### src/rtl/pipeline_flow_ctrl_pkg.sv
// ============================================================================
// Module : pipeline_flow_ctrl_pkg
// Brief  : Shared types and constants for the LC-3b pipeline flow controller.
// Rev    : 1.0  initial release
// ============================================================================
`default_nettype none

package pipeline_flow_ctrl_pkg;

    typedef enum logic [1:0] {
        S_RUN   = 2'd0,
        S_IHOLD = 2'd1,
        S_DWAIT = 2'd2
    } lc3b_flow_state;

    localparam logic [15:0] c_NOP = 16'h0000;

endpackage

`default_nettype wire

### src/rtl/pipeline_flow_ctrl_sat_counter.sv
// ============================================================================
// Module : sat_counter
// Brief  : Up-counter that sticks at all-ones instead of wrapping.
// Rev    : 1.0  initial release
// ============================================================================
`default_nettype none

module sat_counter #(
    parameter int WIDTH = 16
) (
    input  logic             clk,
    input  logic             reset,
    input  logic             inc,
    output logic [WIDTH-1:0] count
);

    logic [WIDTH-1:0] r_count;

    always_ff @(posedge clk or posedge reset) begin
        if (reset) begin
            r_count <= '0;
        end else if (inc && (r_count != {WIDTH{1'b1}})) begin
            r_count <= r_count + 1'b1;
        end
    end

    assign count = r_count;

endmodule

`default_nettype wire

### src/rtl/pipeline_flow_ctrl.sv
// ============================================================================
// Module : pipeline_flow_ctrl
// Brief  : Converts hazard requests and I/D memory handshakes into per-stage
//          load / bubble strobes for the 5-stage LC-3b pipeline.
// Rev    : 1.0  initial release
// ============================================================================
`default_nettype none

module pipeline_flow_ctrl
    import pipeline_flow_ctrl_pkg::*;
#(
    parameter int CNT_W = 16
) (
    input  logic             clk,
    input  logic             reset,
    input  logic             gen_bubble,
    input  logic             squash_ID,
    input  logic             dmem_req,
    input  logic             imem_resp,
    input  logic             dmem_resp,
    output logic             imem_read,
    output logic             dmem_go,
    output logic             load_pc,
    output logic             load_if_buf,
    output logic             load_IF_ID,
    output logic             load_ID_EX,
    output logic             nop_ID_EX,
    output logic             load_EX_MEM,
    output logic             load_MEM_WB,
    output logic             flow_ID_EX,
    output logic [CNT_W-1:0] stall_cnt,
    output logic [CNT_W-1:0] bubble_cnt
);

    lc3b_flow_state r_state;
    lc3b_flow_state w_state_nxt;
    logic           r_squash_pend;

    logic w_fetch_held;
    logic w_if_done;
    logic w_istall;
    logic w_dstall;
    logic w_squash_eff;

    assign w_fetch_held = (r_state == S_IHOLD);
    assign w_if_done    = w_fetch_held | imem_resp;
    assign w_istall     = !w_if_done;
    assign w_dstall     = dmem_req & !dmem_resp;
    assign w_squash_eff = squash_ID | r_squash_pend;

    always_comb begin
        imem_read   = !w_fetch_held;
        dmem_go     = dmem_req;
        load_if_buf = imem_resp;
        load_pc     = 1'b0;
        load_IF_ID  = 1'b0;
        load_ID_EX  = 1'b0;
        nop_ID_EX   = 1'b0;
        load_EX_MEM = 1'b0;
        load_MEM_WB = 1'b0;

        if (w_dstall) begin
            // Whole pipe frozen; only the fetch port may still complete.
            load_pc = 1'b0;
        end else if (w_istall) begin
            load_ID_EX  = 1'b1;
            nop_ID_EX   = 1'b1;
            load_EX_MEM = 1'b1;
            load_MEM_WB = 1'b1;
        end else if (w_squash_eff) begin
            load_pc     = 1'b1;
            load_IF_ID  = 1'b1;
            load_ID_EX  = 1'b1;
            nop_ID_EX   = 1'b1;
            load_EX_MEM = 1'b1;
            load_MEM_WB = 1'b1;
        end else if (gen_bubble) begin
            load_ID_EX  = 1'b1;
            nop_ID_EX   = 1'b1;
            load_EX_MEM = 1'b1;
            load_MEM_WB = 1'b1;
        end else begin
            load_pc     = 1'b1;
            load_IF_ID  = 1'b1;
            load_ID_EX  = 1'b1;
            load_EX_MEM = 1'b1;
            load_MEM_WB = 1'b1;
        end
    end

    assign flow_ID_EX = load_ID_EX;

    // A fetch that completes while memory stalls parks in S_IHOLD so it is
    // never refetched; S_DWAIT therefore means both ports are outstanding.
    always_comb begin
        w_state_nxt = r_state;
        if (w_dstall) begin
            w_state_nxt = w_if_done ? S_IHOLD : S_DWAIT;
        end else if (load_IF_ID) begin
            w_state_nxt = S_RUN;
        end else if (w_if_done) begin
            w_state_nxt = S_IHOLD;
        end else begin
            w_state_nxt = S_RUN;
        end
    end

    always_ff @(posedge clk or posedge reset) begin
        if (reset) begin
            r_state       <= S_RUN;
            r_squash_pend <= 1'b0;
        end else begin
            r_state <= w_state_nxt;
            if (flow_ID_EX) begin
                r_squash_pend <= 1'b0;
            end else if (squash_ID) begin
                r_squash_pend <= 1'b1;
            end
        end
    end

    sat_counter #(
        .WIDTH (CNT_W)
    ) u_stall_cnt (
        .clk   (clk),
        .reset (reset),
        .inc   (w_dstall | w_istall),
        .count (stall_cnt)
    );

    sat_counter #(
        .WIDTH (CNT_W)
    ) u_bubble_cnt (
        .clk   (clk),
        .reset (reset),
        .inc   (nop_ID_EX & flow_ID_EX),
        .count (bubble_cnt)
    );

endmodule

`default_nettype wire

### config.mk
export PLATFORM = sky130hd
export DESIGN_NAME = pipeline_flow_ctrl
export DESIGN_NICKNAME = d
export VERILOG_FILES = /design/src/rtl/pipeline_flow_ctrl_pkg.sv /design/src/rtl/pipeline_flow_ctrl_sat_counter.sv /design/src/rtl/pipeline_flow_ctrl.sv
export SDC_FILE = /design/constraint.sdc
export NUM_CORES = 1
export LEC_CHECK = 0
export CORE_UTILIZATION = 48
export DETAILED_ROUTE_END_ITERATION = 10
export GPL_ROUTABILITY_DRIVEN = 0
export PLACE_DENSITY = 0.79
export SLEW_MARGIN = 20
export SYNTH_ARGS = -nofsm -noshare
export SYNTH_HDL_FRONTEND = slang
export SYNTH_HIERARCHICAL = 1
export SYNTH_SLANG_ARGS = --single-unit
### constraint.sdc
create_clock -name clk -period 2.2 [get_ports clk]
set_clock_uncertainty 0.2 [all_clocks]
set_input_delay 0.44 -clock clk [delete_from_list [all_inputs] [get_ports clk]]
set_output_delay 0.44 -clock clk [all_outputs]
set_load 0.05 [all_outputs]
* After elaboration in Yosys (flattened, before gate mapping)
Cells that the tools add are included.
Storage, ports and cells: flip-flop bits (word level) 35, output and inout port bits 42
Operators by class: equality and inequality tests 4, add/subtract/negate cells 2, reductions and logical operators 5, muxes and demuxes 15, bitwise logic cells 5
Operators with widths (number):
- adder 16 x 1 -> 16 bit (second input constant) | 2
- != test 16 bit (second input constant) | 2
- 2-to-1 mux 1 bit | 13
- 2-to-1 mux 2 bit | 2
- logical NOT 1 bit | 3
- OR 1 bit | 3
- bitwise AND 1 bit | 2
- equality test 2 x 1 -> 1 bit (second input constant) | 1
- logical AND 1 bit | 2
- != test 2 bit (second input constant) | 1

* Longest topological paths before layout
Gate-level depths: netlist of the first run.
depth in word-level cells 6, gate-level depth with buffers 7, depth with buffers taken out 7

* By module
Netlist of the first run, hierarchy kept.
Modules (own cells, without submodules):
- sat_counter | cells each 71, area an instance 805.8 um2, instances 2
- pipeline_flow_ctrl | cells each 23, area an instance 210.2 um2, instances 1

* Least setup slack after synthesis of the first run
OpenSTA, ideal clock, no wires.
path type input to register, start input dmem_resp, end register u_bubble_cnt.r_count[14], in the netlist u_bubble_cnt/count[14], library setup time 0.125 ns, stages 7, arrival 2.398 ns, path buffers 1, setup slack -0.523 ns, path through nand2b_1 clkbuf_2 o41a_1 and4_1 nand3_1 nor2_1 mux2_2
Between the ends: longest elaborated chain between the ends 5
Ends and longest elaborated chain:
- start: declaration | line pipeline_flow_ctrl.sv:20 | input logic dmem_resp,
- logical NOT 1 bit | line pipeline_flow_ctrl.sv:48 | assign w_dstall = dmem_req & !dmem_resp;
- bitwise AND 1 bit | line pipeline_flow_ctrl.sv:48
- 2-to-1 mux 1 bit | line pipeline_flow_ctrl.sv:62 | if (w_dstall) begin
- net flow_ID_EX | line pipeline_flow_ctrl.sv:30 | output logic flow_ID_EX,
- bitwise AND 1 bit | line pipeline_flow_ctrl.sv:136 | .inc (nop_ID_EX & flow_ID_EX),
- logical AND 1 bit | line pipeline_flow_ctrl_sat_counter.sv:22 | end else if (inc && (r_count != {WIDTH{1'b1}})) begin
- end signal: assignment | line pipeline_flow_ctrl_sat_counter.sv:23 | r_count <= r_count + 1'b1;
- end: declaration | line pipeline_flow_ctrl_sat_counter.sv:17 | logic [WIDTH-1:0] r_count;
The timed path passes the listed nets, and every way through them passes these cells. A chain may end at the register's enable or synchronous reset.

* Worst setup path in the final report of the first run
start input dmem_resp, end output load_IF_ID
Between the ends: longest elaborated chain between the ends 3
Ends and longest elaborated chain:
- logical NOT 1 bit | line pipeline_flow_ctrl.sv:48
- bitwise AND 1 bit | line pipeline_flow_ctrl.sv:48
- 2-to-1 mux 1 bit | line pipeline_flow_ctrl.sv:62
- end: declaration | line pipeline_flow_ctrl.sv:25 | output logic load_IF_ID,
Every way passes these cells.

==> metrics.cfg, run 1 <==
[status]
status = complete, no violations

[global_routing]
antenna_found_initial = 0
grt_max_degree = 17
grt_overflow = 0
track_usage_pct = 21.6
grt_pass1_vias = 1495
grt_pass1_wl_mm = 6.67

[sta]
finalCritPeriodShare_pct = 99.6
slew_viol_final = 0
max_freq_ghz = 0.456
worstMarginPinSlew_ps = 626
finalSetupTns_ps = 0
rsz0062_at_grt = no
maxSlewHeadroom_pct = 58.2
finalWorstSetupSlack_ps = 8.98
setup_viol = 0
period_minus_slack_ps = 2190
hold_violations = 0

[power]
leakage_nw = 1.29
finalPower_mw = 2.67
power_density_mw_per_mm2 = 1040
ir_worst_vdd_v = 0.000715

[synthesis]
synth_cell_type_count = 27
synth_top_area_share_pct = 48.1
async_reset_ff_share_pct = 100
avgSynthCellArea_um2 = 11.0
syn_inst = 165
yosys-top-cells-area = dfrtp_1 (48%), xnor2_1 (11%), nand3_1 (3.8%)
synth_edf_count = 0
synthFlopType = dfrtp_1
synth.most_common_cell = dfrtp_1
syn_area_mm2 = 0.00182
synthTopCellsByCount = dfrtp_1 (35), xnor2_1 (22), nand2_1 (14), nand3_1 (14), nand4_1 (10)
syn-num-nets = 174
ys_seq_area_share_pct = 48.1
ys_ff_latch = 35
synth-warning-count = 6
synth_top_cell_by_area = dfrtp_1

[cells_and_area]
seq_area_um2 = 876
nNetsFinal = 233
final_util_pct = 69.9
diodes = 0
fill_cells = 261
multi_input_area_um2 = 917
drive_gt1_share_pct = 35.7
areaGrowthSynthToFinish_pct = 40.5

[worst_setup_path]
worstSetupPathType = in2out
cp_max_fo = 6
required_ps = 1560
endpoint_kind = output port
critPathArrivalTime_ps = 1550
cp-start-kind = input pin

[clocking]
cts_buffer_depth = 2
insertion_delay_ps = 280
clock_sinks = 35
cts.htree.levels = 2
cts_tree = built
cts_root_buffer = clkbuf_8
cts_made_buffers = 5
path_clk_slew_ps = 60

[floorplanning]
die_w_um = 63.6
ioPinCount = 49
coreArea_mm2 = 0.00366
fp.dieH_um = 63.6
dieArea_mm2 = 0.00405
start_util_pct = 49.8
row_count = 22

[flow_run]
drv_cap = 0

[place]
portBuffers = 48
hpwlAfterDp_mm = 2.85
place_ws_ps = -278

[route]
drtAntennaViolNets = 0
drcViolationCount = 0
avgRoutedWirePerCell_um = 14.5
drtPass1Iterations = 4
via_count = 1452
avgViaCountPerCell = 5.34
routed_wl_mm = 3.94
drt_iter0_markers = 79

[min_path]
hp-class = in2async

## power by group
group / leakage [nW] / switching (mW) / internal (mW)
Sequential: 0.460 / 0.207 / 0.775
Combinational: 0.780 / 0.739 / 0.408
Clock: 0.0513 / 0.211 / 0.332
## layer usage
metal	vias up	track usage (%)	share of wire [%]
met2	38	39.4	54
met5	-	0	0
met1	710	23.5	40
li1	698	-	-
met4	0	7.39	1.1
met3	6	6.34	4.9
## registers in the layout, summed over array words and instances, names as in the netlist
name,cells
r_squash_pend,1
r_state,2
u_bubble_cnt/count,16
u_stall_cnt/count,16
## worst max-delay path, cell delays in order
cell and delay [ps]:
clkdlybuf4s50_1 470, nand2b_4 170, buf_8 110, and3_4 220, buf_12 140
## final timing paths
| kind | startpoint | to | slack (ps) | depth (start not counted) |
|---|---|---|---|---|
| max reg2reg | r_state[1] | u_bubble_cnt/count[14] | 260 | 7 |
| min in group clk | u_stall_cnt/count[15] | u_stall_cnt/count[15] | 330 | 1 |
| min reg2reg | u_stall_cnt/count[15] | u_stall_cnt/count[15] | 330 | 1 |
| max in group asynchronous | reset | u_bubble_cnt/count[0] | 980 | 2 |
| min | reset | r_state[0] | 200 | 2 |
| max | dmem_resp | load_IF_ID | 9 | 5 |
## cells in the final DEF (no fill, tap or decap), drive strengths merged, types with 3 or more instances in the layout
cell          netlist  layout
and4                8       8
inv                 3       3
buf                 6      50
clkbuf              1       6
and3               11      11
nand3              14      14
a21oi               5       5
dlygate4sd2         0       3
nand4              14      14
dlymetal6s2s        0       4
nand2b              5       5
mux2                4       4
dfrtp              35      35
xnor2              22      22
nor2                9       9
nand2              16      16
## layout make-up
type                            count  area share (%)
Multi-Input combinational cell    120            35.8
Sequential cell                    35            34.2
Timing Repair Buffer               59            23.1
Clock buffer                        6            2.84
Tap cell                           48            2.35
Clock inverter                      1            1.17
Inverter                            3           0.440
## through the flow
step / std cells / hold slack [ps] / cell area, um2
global route: 272 / 220 / 2560
detailed placement: 264 / 313 / 2410
CTS: 271 / 193 / 2530
finish: 272 / 200 / 2560
global placement: 264 / 297 / 2410
floorplan: 165 / -6.36 / 1840
## cell families (layout without fill, tap and decap cells)
logic type | Yosys count | count (layout) | share of synthesized area (%)
buf+inv | 10 | 69 | 3.36
flops | 35 | 35 | 48.1
simple gates | 82 | 82 | 30.2
fa+ha+maj | 2 | 2 | 1.37
compound gates | 8 | 8 | 2.82
xor+xnor | 22 | 22 | 10.6
mux | 6 | 6 | 3.57
## what timing repair did
action	in CTS	in global routing
buffers inserted	1	1
endpoints found under the setup margin	3	7
gates resized for setup	9	7
hold buffers	0	0
pin swaps	1	1
Power figures use the tool's default switching activity.
==> run 2, diff against run 1 <==
Settings changed: HOLD_SLACK_MARGIN set to 0.05.
==> results of run 2 <==
Final layout, timing and power as in run 1 (identical DEF).
==> run 3, diff against run 2 <==
Settings changed: CORE_MARGIN set to 1.
==> results of run 3 <==
Final layout, timing and power as in run 1 (identical DEF).
